File: src/rtl/kb_line_editor.sv
// Keyboard line editor: gathers key codes into an edit buffer with backspace/escape/overflow
// handling, and commits finished lines to a registered valid/ready output slot.
module kb_line_editor #(
  parameter int                 MAX_LEN   = 16,
  parameter int                 CHAR_W    = 8,
  parameter logic [CHAR_W-1:0]  PAD_CHAR  = 8'h00,
  parameter logic [CHAR_W-1:0]  KEY_ENTER = 8'h0D,
  parameter logic [CHAR_W-1:0]  KEY_BKSP  = 8'h08,
  parameter logic [CHAR_W-1:0]  KEY_ESC   = 8'h1B,
  localparam int                LW        = $clog2(MAX_LEN + 1)
) (
  input  logic                      clk,
  input  logic                      rst,
  input  logic [CHAR_W-1:0]         key,
  input  logic                      key_valid,
  output logic [MAX_LEN*CHAR_W-1:0] line_out,
  output logic [LW-1:0]             line_len,
  output logic                      line_overflow,
  output logic                      line_valid,
  input  logic                      line_ready,
  output logic [LW-1:0]             cur_len,
  output logic                      busy
);

  typedef enum logic {EMPTY, FULL} out_state_e;

  out_state_e                state_q, state_d;
  logic [CHAR_W-1:0]         buf_q [MAX_LEN];
  logic [CHAR_W-1:0]         buf_d [MAX_LEN];
  logic [LW-1:0]             cur_len_q, cur_len_d;
  logic                      ovf_q, ovf_d;
  logic [MAX_LEN*CHAR_W-1:0] line_out_q, line_out_d;
  logic [LW-1:0]             line_len_q, line_len_d;
  logic                      line_ovf_q, line_ovf_d;
  logic [MAX_LEN*CHAR_W-1:0] packed_buf;
  logic                      commit_ok;
  logic                      commit;

  // Char 0 lands in the MSBs of the committed line.
  always_comb begin
    packed_buf = '0;
    for (int i = 0; i < MAX_LEN; i++) begin
      packed_buf[(MAX_LEN-1-i)*CHAR_W +: CHAR_W] = buf_q[i];
    end
  end

  // The slot may refill in the same cycle the consumer drains it.
  assign commit_ok = (state_q == EMPTY) || line_ready;

  always_comb begin
    // NOTE: every combinational output gets a default first so no path leaves a latch.
    state_d    = state_q;
    buf_d      = buf_q;
    cur_len_d  = cur_len_q;
    ovf_d      = ovf_q;
    line_out_d = line_out_q;
    line_len_d = line_len_q;
    line_ovf_d = line_ovf_q;
    commit     = 1'b0;

    if (key_valid) begin
      if (key == KEY_ENTER) begin
        if (commit_ok) begin
          commit     = 1'b1;
          line_out_d = packed_buf;
          line_len_d = cur_len_q;
          line_ovf_d = ovf_q;
          for (int i = 0; i < MAX_LEN; i++) buf_d[i] = PAD_CHAR;
          cur_len_d  = '0;
          ovf_d      = 1'b0;
        end
      end else if (key == KEY_BKSP) begin
        if (cur_len_q != '0) begin
          cur_len_d = cur_len_q - LW'(1);
          for (int i = 0; i < MAX_LEN; i++) begin
            if (LW'(i) == cur_len_d) buf_d[i] = PAD_CHAR;
          end
        end
      end else if (key == KEY_ESC) begin
        for (int i = 0; i < MAX_LEN; i++) buf_d[i] = PAD_CHAR;
        cur_len_d = '0;
        ovf_d     = 1'b0;
      end else begin
        if (cur_len_q < LW'(MAX_LEN)) begin
          for (int i = 0; i < MAX_LEN; i++) begin
            if (LW'(i) == cur_len_q) buf_d[i] = key;
          end
          cur_len_d = cur_len_q + LW'(1);
        end else begin
          ovf_d = 1'b1;
        end
      end
    end

    case (state_q)
      EMPTY:   if (commit) state_d = FULL;
      FULL:    if (line_ready && !commit) state_d = EMPTY;
      default: state_d = EMPTY;
    endcase
  end

  always_ff @(posedge clk) begin
    if (rst) begin
      state_q    <= EMPTY;
      // NOTE: the edit buffer is reset, not left undefined, because padding of unused slots is visible in line_out.
      for (int i = 0; i < MAX_LEN; i++) buf_q[i] <= PAD_CHAR;
      cur_len_q  <= '0;
      ovf_q      <= 1'b0;
      line_out_q <= {MAX_LEN{PAD_CHAR}};
      line_len_q <= '0;
      line_ovf_q <= 1'b0;
    end else begin
      // NOTE: non-blocking assignments so every register samples pre-edge values.
      state_q    <= state_d;
      buf_q      <= buf_d;
      cur_len_q  <= cur_len_d;
      ovf_q      <= ovf_d;
      line_out_q <= line_out_d;
      line_len_q <= line_len_d;
      line_ovf_q <= line_ovf_d;
    end
  end

  assign line_out      = line_out_q;
  assign line_len      = line_len_q;
  assign line_overflow = line_ovf_q;
  assign line_valid    = (state_q == FULL);
  assign busy          = (state_q == FULL);
  assign cur_len       = cur_len_q;

endmodule
File: config.mk
export PLATFORM = sky130hd
export DESIGN_NAME = kb_line_editor
export DESIGN_NICKNAME = d
export VERILOG_FILES = /design/src/rtl/kb_line_editor.sv
export SDC_FILE = /design/constraint.sdc
export NUM_CORES = 1
export LEC_CHECK = 0
export BUFFER_PORTS_ARGS = -buffer_cell sky130_fd_sc_hd__clkbuf_2
export CORE_AREA = 2 2 195 101
export CTS_CLUSTER_DIAMETER = 200
export DETAILED_ROUTE_END_ITERATION = 7
export DIE_AREA = 0 0 197 103
export GPL_TIMING_DRIVEN = 1
export PLACE_DENSITY = 0.82
export SLEW_MARGIN = 10
export SYNTH_ARGS = -nofsm -noshare
export SYNTH_HDL_FRONTEND = slang
export SYNTH_SLANG_ARGS = --single-unit
File: constraint.sdc
create_clock -name clk -period 3.85 [get_ports clk]
set_clock_uncertainty 0.2 [all_clocks]
set_input_delay 0.77 -clock clk [delete_from_list [all_inputs] [get_ports clk]]
set_output_delay 0.77 -clock clk [all_outputs]
set_load 0.05 [all_outputs]
==> summary.txt, run 1 <==
Status
  – Status: complete, no violations

Setup path
  – Slowest stage delay, CP: roughly 0.71 ns
  – Critical path class: input port to flip-flop
  – WP data required: 4.08 ns
  – RR Endpoint: buf_q[101]$_SDFFE_PP0P_
  – Startpoint Class: input port
  – Worst r2r src: cur_len[1]$_SDFFE_PP0P_
  – CP endpoint kind: flip-flop
  – Crit-path cells: clkbuf_2 -> or4b_1 -> nor3_2 -> o211ai_1 -> o221ai_2 -> mux2i_1
  – Crit. Startpoint: key[7]
  – Max FO, Critical Path: 8
  – Worst Setup EP: buf_q[61]$_SDFFE_PP0P_
  – Reg2Reg Depth: 7
  – Arr. time, crit path: 3.17 ns
  – R2R setup slack: 0.94 ns
  – Critical-path top delay cell: or4b_1

Clock tree
  – Number of H-tree levels: 1
  – TritonCTS Sinks: 269
  – Reg clk slew, reported paths: roughly 0.070 ns
  – Root cell of the clock tree: clkbuf_16
  – Maximum root-to-sink buffer count: 3
  – CTS tree: done
  – Num CTS Buffers: 23
  – Number of buffers added for setup after CTS: 0
  – Post-cts resize count: 0
  – Worst-Skew Late Latency: ~0.52 ns
  – Hold_buf cts: 0

Pwr
  – Cell Pwr Density: around 460 mW/mm²
  – Worst vdd ir: approximately 300 µV
  – Leakage dissipation: 0.005279 µW

Timing
  – Period Utilization, post-route: 0.7647
  – Tmin final: slightly below 3 ns
  – Slew @ Worst Pin: a little over 0.9 ns
  – Setup TNS: 0 ns
  – Fmax: about 340 MHz
  – Fin. max-slew vios: 0
  – Final setup fails: 0
  – Final Hold Fails: 0
  – Max-slew headroom: 0.3772
  – RSZ-0062 raised after global routing: no

Yosys
  – Ys flop type: dfxtp_1
  – Async SR Flop Fraction: 0
  – Cell type with the largest total area after synthesis: dfxtp_1
  – EDFF count, synth: 0
  – Mapped Nets: around 1200
  – Post-synthesis cell area: 0.01043 mm²
  – Post-synthesis sequential area ratio: 0.5163
  – #FFs+latches synth: roughly 270
  – Top-area cell type share of the netlist area: 0.5163
  – Dominant cells by area after synthesis: dfxtp_1 52%, nand2_1 15%, mux2i_1 12%, a21oi_1 6.2%, clkbuf_1 1.9%
  – Avg Synthesized Cell Area: ~9 µm²
  – Post-Synthesis Cells: between 1000 and 1500
  – Unique masters post-synth: between 50 and 60
  – Yosys warning total: 0

Place
  – DP HPWL: 17540 µm
  – Port Buf Inserts: between 150 and 200
  – GP Congestion: 0.9895
  – Dpl cells: approximately 1500

Layout
  – Finished Layout Cells: about 1500
  – Final Core Density: 0.6377
  – P&R area growth vs syn: 15.12%
  – Share of cells above drive strength 1: 0.1983
  – Most frequent cells in the layout: 403 x nand2_1, 269 x dfxtp_1, 151 x clkbuf_2
  – Multi-input logic area: between 0.004 and 0.005 mm²
  – FF+latch area: between 0.005 and 0.006 mm²
  – # fillers: about 1600
  – Final net count: between 1000 and 1500
  – Most common cell after layout, fill and taps aside: nand2_1

GRT
  – Gr ovfl total: 0
  – Pin count of the biggest net entering global routing: 130
  – GRT Overall Usage: 0.2648
  – First-pass GRT wire length: 42390 µm
  – Antenna violations before repair: 1
  – Vias in the first global route: slightly below 8000

Detailed routing
  – Vias per std cell: about 5.6
  – Via count: about 8500
  – DRC viols: 0
  – WL final: ~27000 µm
  – Initial DRC count: 739
  – Routed len/inst: roughly 18 µm
  – DRT Pass-1 Iters: 5
  – Routed Antenna Nets: 0

Floorplanning
  – Starting Density: 0.5540
  – Die H: 103 µm
  – # IOs: approximately 150
  – Row cnt: 36
  – Die Area: between 0.02 and 0.025 mm²
  – Die X: around 200 µm
  – Core Area: between 0.015 and 0.02 mm²

Flow run
  – Max Cap Viol: 0

Worst hold path
  – Hold crit path type: flip-flop to flip-flop
==> logic make-up (layout without fill, tap and decap cells) <==
logic type | Yosys count | count (layout) | share of synthesized area
simple gates | 472 | 472 | 0.1831
fa+ha+maj | 6 | 6 | 0.007198
xor+xnor | 2 | 2 | 0.001680
mux | 129 | 129 | 0.1238
compound gates | 193 | 193 | 0.1202
other cells | 0 | 1 | 0
flops | 269 | 269 | 0.5163
buf+inv | 92 | 220 | 0.04774
==> power breakdown <==
group / internal (µW) / leakage (µW) / switching, µW / total (µW)
Sequential: 2830 / 0.00217 / 39.0 / 2870
Combinational: 141 / 0.00276 / 299 / 440
Clock: 1200 / 0.000351 / 1050 / 2240
Total: 4170 / 0.00528 / 1380 / 5550
==> layer usage <==
layer	GRT usage	up-vias	wire, µm
li1	-	4112	-
met3	0.05496	33	2250
met2	0.3767	317	10990
met5	0	-	0
met1	0.4091	4081	13360
met4	0.05842	0	391
==> state kept, by name, indices dropped and copies added, names as in the netlist <==
signal / count
busy: 1
buf_q: 128
ovf_q: 1
cur_len: 5
line_out: 128
line_overflow: 1
line_len: 5
==> through the flow <==
step	instance area, µm²	worst slack, ns	total power [µW]	hold WS, ns
after CTS	12000	0.9398	5566	0.2481
after floorplan	10430	0.8586	3234	0.2316
after global placement	11280	0.4540	3352	0.2391
after global routing	12000	0.8229	5731	0.2562
final	12010	0.9058	5554	0.2505
after detailed placement	11280	0.3953	3363	0.2427
==> Yosys cell counts (2+ instances only) <==
library cell / count
a21oi_1: 129
o21ai_0: 5
nor2b_1: 5
and3_1: 2
or2_2: 4
inv_1: 5
buf_6: 14
clkinv_1: 2
dfxtp_1: 269
a211oi_1: 5
mux2i_1: 129
a32oi_1: 2
buf_2: 13
ha_1: 6
o21a_1: 4
nand2_2: 10
nor3b_1: 2
nor4_1: 3
buf_4: 4
clkbuf_1: 53
a21oi_2: 10
a31oi_1: 3
nand2b_1: 5
nand2_1: 403
o211ai_1: 7
nand4b_1: 2
a211o_1: 2
o221ai_2: 12
nor2_1: 25
o211ai_2: 4
==> worst min-delay path by stage <==
stage,cells past startpoint,from,end,slack [ns]
floorplan,2,ovf_q$_SDFFE_PP0P_,line_overflow$_SDFFE_PP0P_,0.23
global placement,2,buf_q[24]$_SDFFE_PP0P_,line_out[24]$_SDFFE_PP0P_,0.24
detailed placement,2,buf_q[93]$_SDFFE_PP0P_,line_out[93]$_SDFFE_PP0P_,0.24
CTS,2,buf_q[71]$_SDFFE_PP0P_,line_out[71]$_SDFFE_PP0P_,0.25
global route,2,buf_q[77]$_SDFFE_PP0P_,line_out[77]$_SDFFE_PP0P_,0.26
finish,2,buf_q[93]$_SDFFE_PP0P_,line_out[93]$_SDFFE_PP0P_,0.25
==> worst max-delay path, delay by kind of cell <==
kind	cells	cell delay (ns)
and+or+nand+nor	2	1.23
AOI/OAI and AO/OA	2	0.79
muxes	1	0.27
buffers and inverters	1	0.11
==> layout make-up <==
type	instances	share of cell area
repair buffers	172	0.08128
multi-input cells	802	0.3814
inverters	7	0.002397
diodes	1	0.0002084
clock buffers	31	0.05377
clock inverters	10	0.006669
flip-flops and latches	269	0.4485
well taps	247	0.02574
Note: power is estimated with default switching activity, not from simulation.
==> run 2: changes to the inputs <==
- CORE_AREA: 2 2 195 101 -> 2 2 206 107
- DIE_AREA: 0 0 197 103 -> 0 0 208 109
- PLACE_DENSITY: 0.82 -> 0.77
- clock period: 3.85 -> 2.4 ns (I/O delays scaled with it)
==> run 2 against run 1 <==
  * Sequential power increased by 61%
  * Flip-flop and latch count unchanged
  * Combinational power increased by 110%
  * Critical path depth increased by 1
  * Critical path type is now flip-flop to flip-flop
  * Setup slack got worse by 0.85 ns
  * Cell area increased by 9.1%
  * Sequential share of layout area decreased by 3.6 points
==> summary.txt, run 2 (same netlist as run 1, synthesis figures left out) <==
Status
  – Status: complete, no violations (unchanged)

Layout
  – Share of cells above drive strength 1: 0.2511 (was 0.1983)
  – Fin area: 0.01310 mm² (was 0.01201 mm²)
  – P&R area growth vs syn: 25.55% (was 15.12%)
  – Antenna diode count: 0 (was 1)
  – # fillers: 1776 (was 1595)
  – Final net count: 1359 (was 1293)
  – Most frequent cells in the layout: 403 x nand2_1, 264 x dfxtp_1, 151 x clkbuf_2 (was 403 x nand2_1, 269 x dfxtp_1, 151 x clkbuf_2)
  – Most common cell after layout, fill and taps aside: nand2_1 (unchanged)

Timing
  – Tmin final: around 2.3 ns
  – PnR worst setup slack: 0.05573 ns (was 0.9058 ns)
  – Fin. max-slew vios: 0 (unchanged)
  – Final setup fails: 0 (unchanged)
  – Fmax: between 400 and 500 MHz
  – Max-slew headroom: 0.2964 (was 0.3772)
  – Setup TNS: 0 ns (unchanged)
  – Period Utilization, post-route: 0.9768
  – Final Hold Fails: 0 (unchanged)
  – Slew @ Worst Pin: 1.053 ns (was 0.9319 ns)

Setup path
  – Worst r2r src: cur_len[3]$_SDFFE_PP0P_ (was cur_len[1]$_SDFFE_PP0P_)
  – WP data required: 2.64 ns (was 4.08 ns)
  – Critical path class: flip-flop to flip-flop (was input port to flip-flop)
  – Crit-path cells: or2_2 -> o21ai_4 -> a211oi_4 -> buf_4 -> o221ai_4 -> buf_12 -> mux2i_1 (was clkbuf_2 -> or4b_1 -> nor3_2 -> o211ai_1 -> o221ai_2 -> mux2i_1)
  – Arr. time, crit path: 2.58 ns (was 3.17 ns)
  – Startpoint Class: flip-flop (was input port)
  – Critical-path top delay cell: dfxtp_2 (was or4b_1)
  – R2R setup slack: 0.06 ns (was 0.94 ns)
  – Max FO, Critical Path: 13 (was 8)
  – CP endpoint kind: flip-flop (unchanged)
  – Slowest stage delay, CP: 0.41 ns (was 0.71 ns)
  – RR Endpoint: buf_q[16]$_SDFFE_PP0P_ (was buf_q[101]$_SDFFE_PP0P_)
  – Buf+Inv Stages, Crit Path: 2 (was 1)
  – Reg2Reg Depth: 7 (unchanged)
  – Top delay family on crit path: compound AO/OA/AOI/OAI gates (was simple AND/OR/NAND/NOR gates)

Clock tree
  – Worst-Skew Late Latency: 0.53 ns (was 0.52 ns)
  – TritonCTS Sinks: 269 (unchanged)
  – CTS tree: done (unchanged)
  – Number of H-tree levels: 1 (unchanged)
  – Hold_buf cts: 0 (unchanged)
  – Maximum root-to-sink buffer count: 3 (unchanged)
  – Num CTS Buffers: 24 (was 23)
  – Root cell of the clock tree: clkbuf_16 (unchanged)
  – Reg clk slew, reported paths: 0.07 ns (about the same)

Floorplanning
  – # IOs: 153 (unchanged)
  – Starting Density: 0.4963 (was 0.5540)
  – Die H: 109 µm (was 103 µm)
  – Row cnt: 38 (was 36)
  – Die X: 208 µm (was 197 µm)
  – Die Area: 0.02267 mm² (was 0.02029 mm²)
  – Core Area: 0.02102 mm² (was 0.01883 mm²)

Pwr
  – Clock share of power: 0.422 (was 0.404)
  – Switching Fraction: 0.2424 (was 0.2491)
  – Seq pwr share: 0.483 (was 0.517)
  – NetSw: 2318 µW (was 1384 µW)
  – Leakage dissipation: 0.005768 µW (was 0.005279 µW)
  – Worst vdd ir: 462.0 µV (was 298.7 µV)
  – Cell Pwr Density: 730.1 mW/mm² (was 462.6 mW/mm²)
  – Cell Int Power: 7242 µW (was 4170 µW)
  – Logic pwr share: 0.096 (was 0.079)

Place
  – DP HPWL: 19400 µm (was 17540 µm)
  – DP Area: 0.01202 mm² (was 0.01128 mm²)
  – Port Buf Inserts: 152 (unchanged)
  – DP Worst Slack: -0.3293 ns (was 0.3953 ns)
  – GP Congestion: 0.9273 (was 0.9895)

GRT
  – GRT met2 Usage: 0.3662 (was 0.3767)
  – M1 GR Usage: 0.3829 (was 0.4091)
  – First-pass GRT wire length: 45360 µm (was 42390 µm)
  – Antenna violations before repair: 0 (was 1)
  – Vias in the first global route: 8313 (was 7799)
  – Pin count of the biggest net entering global routing: 77 (was 130)
  – Most Used Layer, Global Route: met1 (unchanged)
  – Gr ovfl total: 0 (unchanged)
  – M3 GR Usage: 0.05300 (was 0.05496)
  – GRT Overall Usage: 0.2518 (was 0.2648)

Detailed routing
  – DRT Pass-1 Iters: 7 (was 5)
  – Routed Antenna Nets: 0 (unchanged)
  – Initial DRC count: 710 (was 739)
  – Routed len/inst: 17.71 µm (was 17.54 µm)
  – WL final: 29020 µm (was 26990 µm)
  – Vias per std cell: 5.454 (was 5.551)
  – DRC viols: 0 (unchanged)
  – Via count: 8934 (was 8543)

Worst hold path
  – WHS Endpoint: ovf_q$_SDFFE_PP0P_ (was line_out[93]$_SDFFE_PP0P_)
  – Hold crit path type: input port to flip-flop (was flip-flop to flip-flop)
  – Worst hold start: rst (was buf_q[93]$_SDFFE_PP0P_)
  – Min-Delay Path Depth: 2 (unchanged)

Flow run
  – Max Cap Viol: 0 (unchanged)
## run 2: cell types whose count changed in the layout (fill, tap and decap cells not counted), moves of 4 or more
cell      previous run  this run
o211ai_2             4         0
o211ai_4             0         4
dfxtp_1            269       264
o221ai_2            12         0
o221ai_4             0        12
buf_12               5        19
buf_4               16        67
## run 2: layout make-up
cell class / count / area, µm² / area share
tap: 280 / 350.3 / 0.02675
sequential: 269 / 5399 / 0.4123
inverter: 7 / 31.28 / 0.002389
timing repair buffer: 237 / 1639 / 0.1252
clock inverter: 7 / 90.09 / 0.006879
clock buffer: 36 / 738.2 / 0.05637
multi-input combinational: 802 / 4847 / 0.3701
## run 2: worst max-delay path by stage
stage	from	endpoint	slack, ns	cells after the start
finish	cur_len[3]$_SDFFE_PP0P_	buf_q[16]$_SDFFE_PP0P_	0.06	7
global placement	key[7]	line_out[35]$_SDFFE_PP0P_	-0.30	8
floorplan	key[7]	line_out[80]$_SDFFE_PP0P_	-0.22	9
CTS	cur_len[0]$_SDFFE_PP0P_	buf_q[49]$_SDFFE_PP0P_	-0.005	9
detailed placement	key[7]	line_out[9]$_SDFFE_PP0P_	-0.33	8
global route	cur_len[3]$_SDFFE_PP0P_	buf_q[118]$_SDFFE_PP0P_	-0.006	6
## run 2: per-stage QoR
stage / total power, µW / instances / utilization / hold WS, ns
2_1_floorplan: 5283 / 1163 / - / 0.2315
3_3_place_gp: 5512 / 1577 / 0.5721 / 0.2401
3_5_place_dp: 5525 / 1577 / 0.5721 / 0.2451
4_1_cts: 9529 / 1627 / 0.6146 / 0.1158
5_1_grt: 9872 / 1638 / 0.6231 / 0.1321
6_report: 9560 / 1638 / 0.6231 / 0.1342
## run 2: power by group through the flow
stage | sequential, µW | combinational (µW) | clock, µW
4_1_cts | 4620 | 828 | 4080
6_report | 4610 | 914 | 4030
3_3_place_gp | 4720 | 796 | 0
2_1_floorplan | 4730 | 557 | 0
3_5_place_dp | 4720 | 806 | 0
5_1_grt | 4620 | 965 | 4290
## run 2: worst register-to-register path, cell delays in order (launching register included)
cell	delay [ns]
dfxtp_2	0.41
or2_2	0.41
o21ai_4	0.31
a211oi_4	0.11
buf_4	0.18
o221ai_4	0.22
buf_12	0.17
mux2i_1	0.25
## run 2: repair_timing
| item | in CTS | in global routing |
|---|---|---|
| endpoints found under the setup margin | 90 | 119 |
| cloned | 0 | 0 |
| pin swaps | 8 | 9 |
| hold endpoints to repair | 0 | 0 |
| resized for setup | 0 | 3 |
| setup buffers | 7 | 11 |
## run 2: layer usage
metal,up-vias,part of all wire
li1,4252,-
met2,336,0.42
met3,38,0.086
met5,-,0
met1,4308,0.48
met4,0,0.015
==> run 3: changes to the inputs <==
- clock period: 2.4 -> 2 ns (I/O delays scaled with it)
==> run 3 against run 2 <==
  * The flow now finishes with violations (negative setup slack)
  * Register-to-register slack lost 0.37 ns
  * Total power up 23%
  * First-iteration DRC count is 19% higher
  * Core utilization up 16 points
  * Sequential share of layout area shrank 8.5 points
  * Non-clock buffer count grew 85
  * Routed wire length increased by 35%
  * Clock power increased by 18%
  * Die area did not move
  * Flip-flop and latch count unchanged
  * Maximum frequency rose by 1.4%
==> summary.txt, run 3 (same netlist as run 1, synthesis figures left out) <==
GRT
  – First-pass GRT wire length: 52430 µm (was 45360 µm)
  – GRT Overall Usage: 0.2952 (was 0.2518)
  – Pin count of the biggest net entering global routing: 64 (was 77)
  – Gr ovfl total: 0 (unchanged)
  – Vias in the first global route: 9400 (was 8313)
  – Antenna violations before repair: 0 (unchanged)

Layout
  – # fillers: 1158 (was 1776)
  – Share of cells above drive strength 1: 0.5215 (was 0.2511)
  – Most common cell after layout, fill and taps aside: dfxtp_1 (was nand2_1)
  – P&R area growth vs syn: 58.25% (was 25.55%)
  – Most frequent cells in the layout: 264 x dfxtp_1, 209 x nand2_1, 150 x nand2_4 (was 403 x nand2_1, 264 x dfxtp_1, 151 x clkbuf_2)
  – Antenna diode count: 0 (unchanged)
  – Finished Layout Cells: 1722 (was 1638)
  – Final net count: 1446 (was 1359)

Setup path
  – Slowest stage delay, CP: 0.51 ns (was 0.41 ns)
  – Max FO, Critical Path: 8 (was 13)
  – Crit-path cells: inv_4 -> ha_4 -> buf_6 -> or4_4 -> o211ai_1 -> buf_4 -> o221ai_4 -> mux2i_1 (was or2_2 -> o21ai_4 -> a211oi_4 -> buf_4 -> o221ai_4 -> buf_12 -> mux2i_1)
  – Arr. time, crit path: 2.56 ns (was 2.58 ns)
  – Critical path class: flip-flop to flip-flop (unchanged)
  – CP endpoint kind: flip-flop (unchanged)
  – RR Endpoint: buf_q[123]$_SDFFE_PP0P_ (was buf_q[16]$_SDFFE_PP0P_)
  – Worst r2r src: cur_len[1]$_SDFFE_PP0P_ (was cur_len[3]$_SDFFE_PP0P_)
  – R2R setup slack: -0.31 ns (was 0.06 ns)
  – WP data required: 2.25 ns (was 2.64 ns)
  – Critical-path top delay cell: or4_4 (was dfxtp_2)
  – Reg2Reg Depth: 8 (was 7)
  – Startpoint Class: flip-flop (unchanged)

Detailed routing
  – Initial DRC count: 843 (was 710)
  – Vias per std cell: 5.789 (was 5.454)
  – DRT Pass-1 Iters: 5 (was 7)
  – DRC viols: 0 (unchanged)
  – Routed Antenna Nets: 0 (unchanged)
  – Routed len/inst: 22.74 µm (was 17.71 µm)
  – Via count: 9968 (was 8934)
  – WL final: 39160 µm (was 29020 µm)

Clock tree
  – CTS tree: done (unchanged)
  – Number of H-tree levels: 1 (unchanged)
  – Reg clk slew, reported paths: 0.07 ns (about the same)
  – TritonCTS Sinks: 269 (unchanged)
  – Worst-Skew Late Latency: 0.53 ns (about the same)
  – Root cell of the clock tree: clkbuf_16 (unchanged)
  – Maximum root-to-sink buffer count: 3 (unchanged)
  – Num CTS Buffers: 24 (unchanged)

Worst hold path
  – Min-Delay Path Depth: 5 (was 2)
  – WHS Endpoint: busy$_SDFF_PP0_ (was ovf_q$_SDFFE_PP0P_)
  – Worst hold start: key_valid (was rst)
  – Hold crit path type: input port to flip-flop (unchanged)

Timing
  – RSZ-0062 raised after global routing: yes
  – Final setup fails: 265 (was 0)
  – Period Utilization, post-route: 1.156 (was 0.9768)
  – Max-slew headroom: 0.3843 (was 0.2964)
  – Final Hold Fails: 0 (unchanged)
  – Fin. max-slew vios: 0 (unchanged)
  – Fmax: 432.5 MHz (was 426.6 MHz)
  – Hold Slack: 0.2223 ns (was 0.1342 ns)
  – Tmin final: 2.312 ns (was 2.344 ns)
  – Slew @ Worst Pin: 0.9235 ns (was 1.053 ns)
  – PnR worst setup slack: -0.3120 ns (was 0.05573 ns)

Place
  – DP HPWL: 19540 µm (was 19400 µm)
  – GP Congestion: 0.9022 (was 0.9273)
  – Dpl cells: 1602 (was 1577)
  – Port Buf Inserts: 152 (unchanged)

Floorplanning
  – Die Area: 0.02267 mm² (unchanged)
  – Die X: 208 µm (unchanged)
  – Die H: 109 µm (unchanged)
  – # IOs: 153 (unchanged)
  – Starting Density: 0.4963 (unchanged)
  – Core Area: 0.02102 mm² (unchanged)
  – Row cnt: 38 (unchanged)

Pwr
  – Leakage dissipation: 0.007459 µW (was 0.005768 µW)
  – Cell Pwr Density: 711.6 mW/mm² (was 730.1 mW/mm²)
  – Total Power Consumption: 11750 µW (was 9560 µW)
  – Worst vdd ir: 546.0 µV (was 462.0 µV)

Status
  – Status: finished, violations left (was complete, no violations)
  – Violated checks: negative setup slack

Flow run
  – Max Cap Viol: 0 (unchanged)
[run 3: how the worst max path moves through the flow]
stage	startpoint	to	slack [ns]	cells past startpoint
after CTS	cur_len[0]$_SDFFE_PP0P_	buf_q[8]$_SDFFE_PP0P_	-0.24	9
final	cur_len[1]$_SDFFE_PP0P_	buf_q[123]$_SDFFE_PP0P_	-0.31	8
after floorplan	cur_len[1]$_SDFFE_PP0P_	buf_q[122]$_SDFFE_PP0P_	-0.57	8
after global placement	key[7]	line_out[60]$_SDFFE_PP0P_	-0.60	8
after global routing	cur_len[1]$_SDFFE_PP0P_	buf_q[116]$_SDFFE_PP0P_	-0.36	8
after detailed placement	key[7]	line_out[61]$_SDFFE_PP0P_	-0.61	8
[run 3: worst max-delay path: cells and delay by family, from the launching register on]
kind,cells,cell delay (ns)
compound gates,2,0.33
fa+ha+maj,1,0.17
buf+inv,3,0.40
flops,1,0.37
mux,1,0.25
simple gates,1,0.51
[run 3: repair_timing]
action | CTS | global route
hold endpoints to repair | 5 | 0
pin swaps | 134 | 154
buffers inserted | 30 | 21
cloned | 24 | 13
resized for setup | 204 | 333
hold buffers | 1 | 0
setup endpoints to repair | 181 | 268
[run 3: cell type report]
type | count | area [µm²] | share of cell area
clock buffers | 37 | 742.0 | 0.04495
clock inverters | 3 | 47.55 | 0.002881
inverters | 7 | 31.28 | 0.001895
multi-input cells | 804 | 6685 | 0.4050
flip-flops and latches | 269 | 5401 | 0.3272
well taps | 280 | 350.3 | 0.02123
repair buffers | 322 | 3248 | 0.1968
[run 3: power breakdown]
group          switching [µW]  total [µW]  internal [µW]
registers                93.8        5550           5460
clock network            2090        4770           2680
logic                     820        1430            608
[run 3: per-layer routing]
metal  up-vias  wire, µm  global-route usage
li1       4441         -                   -
met1      4951     16530              0.4125
met2       471     18510              0.4663
met3       105      2893             0.06768
met4         0      1233             0.07143
met5         -         0                   0
[run 3: per-stage QoR]
step                  util  TNS [ns]  worst slack, ns  cell area [µm²]
detailed placement  0.5897   -142.17          -0.6149            12390
global route        0.7854    -65.59          -0.3641            16510
finish              0.7854    -55.63          -0.3120            16510
global placement    0.5897   -136.48          -0.5954            12390
floorplan                -   -120.06          -0.5715            11000
CTS                 0.7068    -43.55          -0.2414            14850
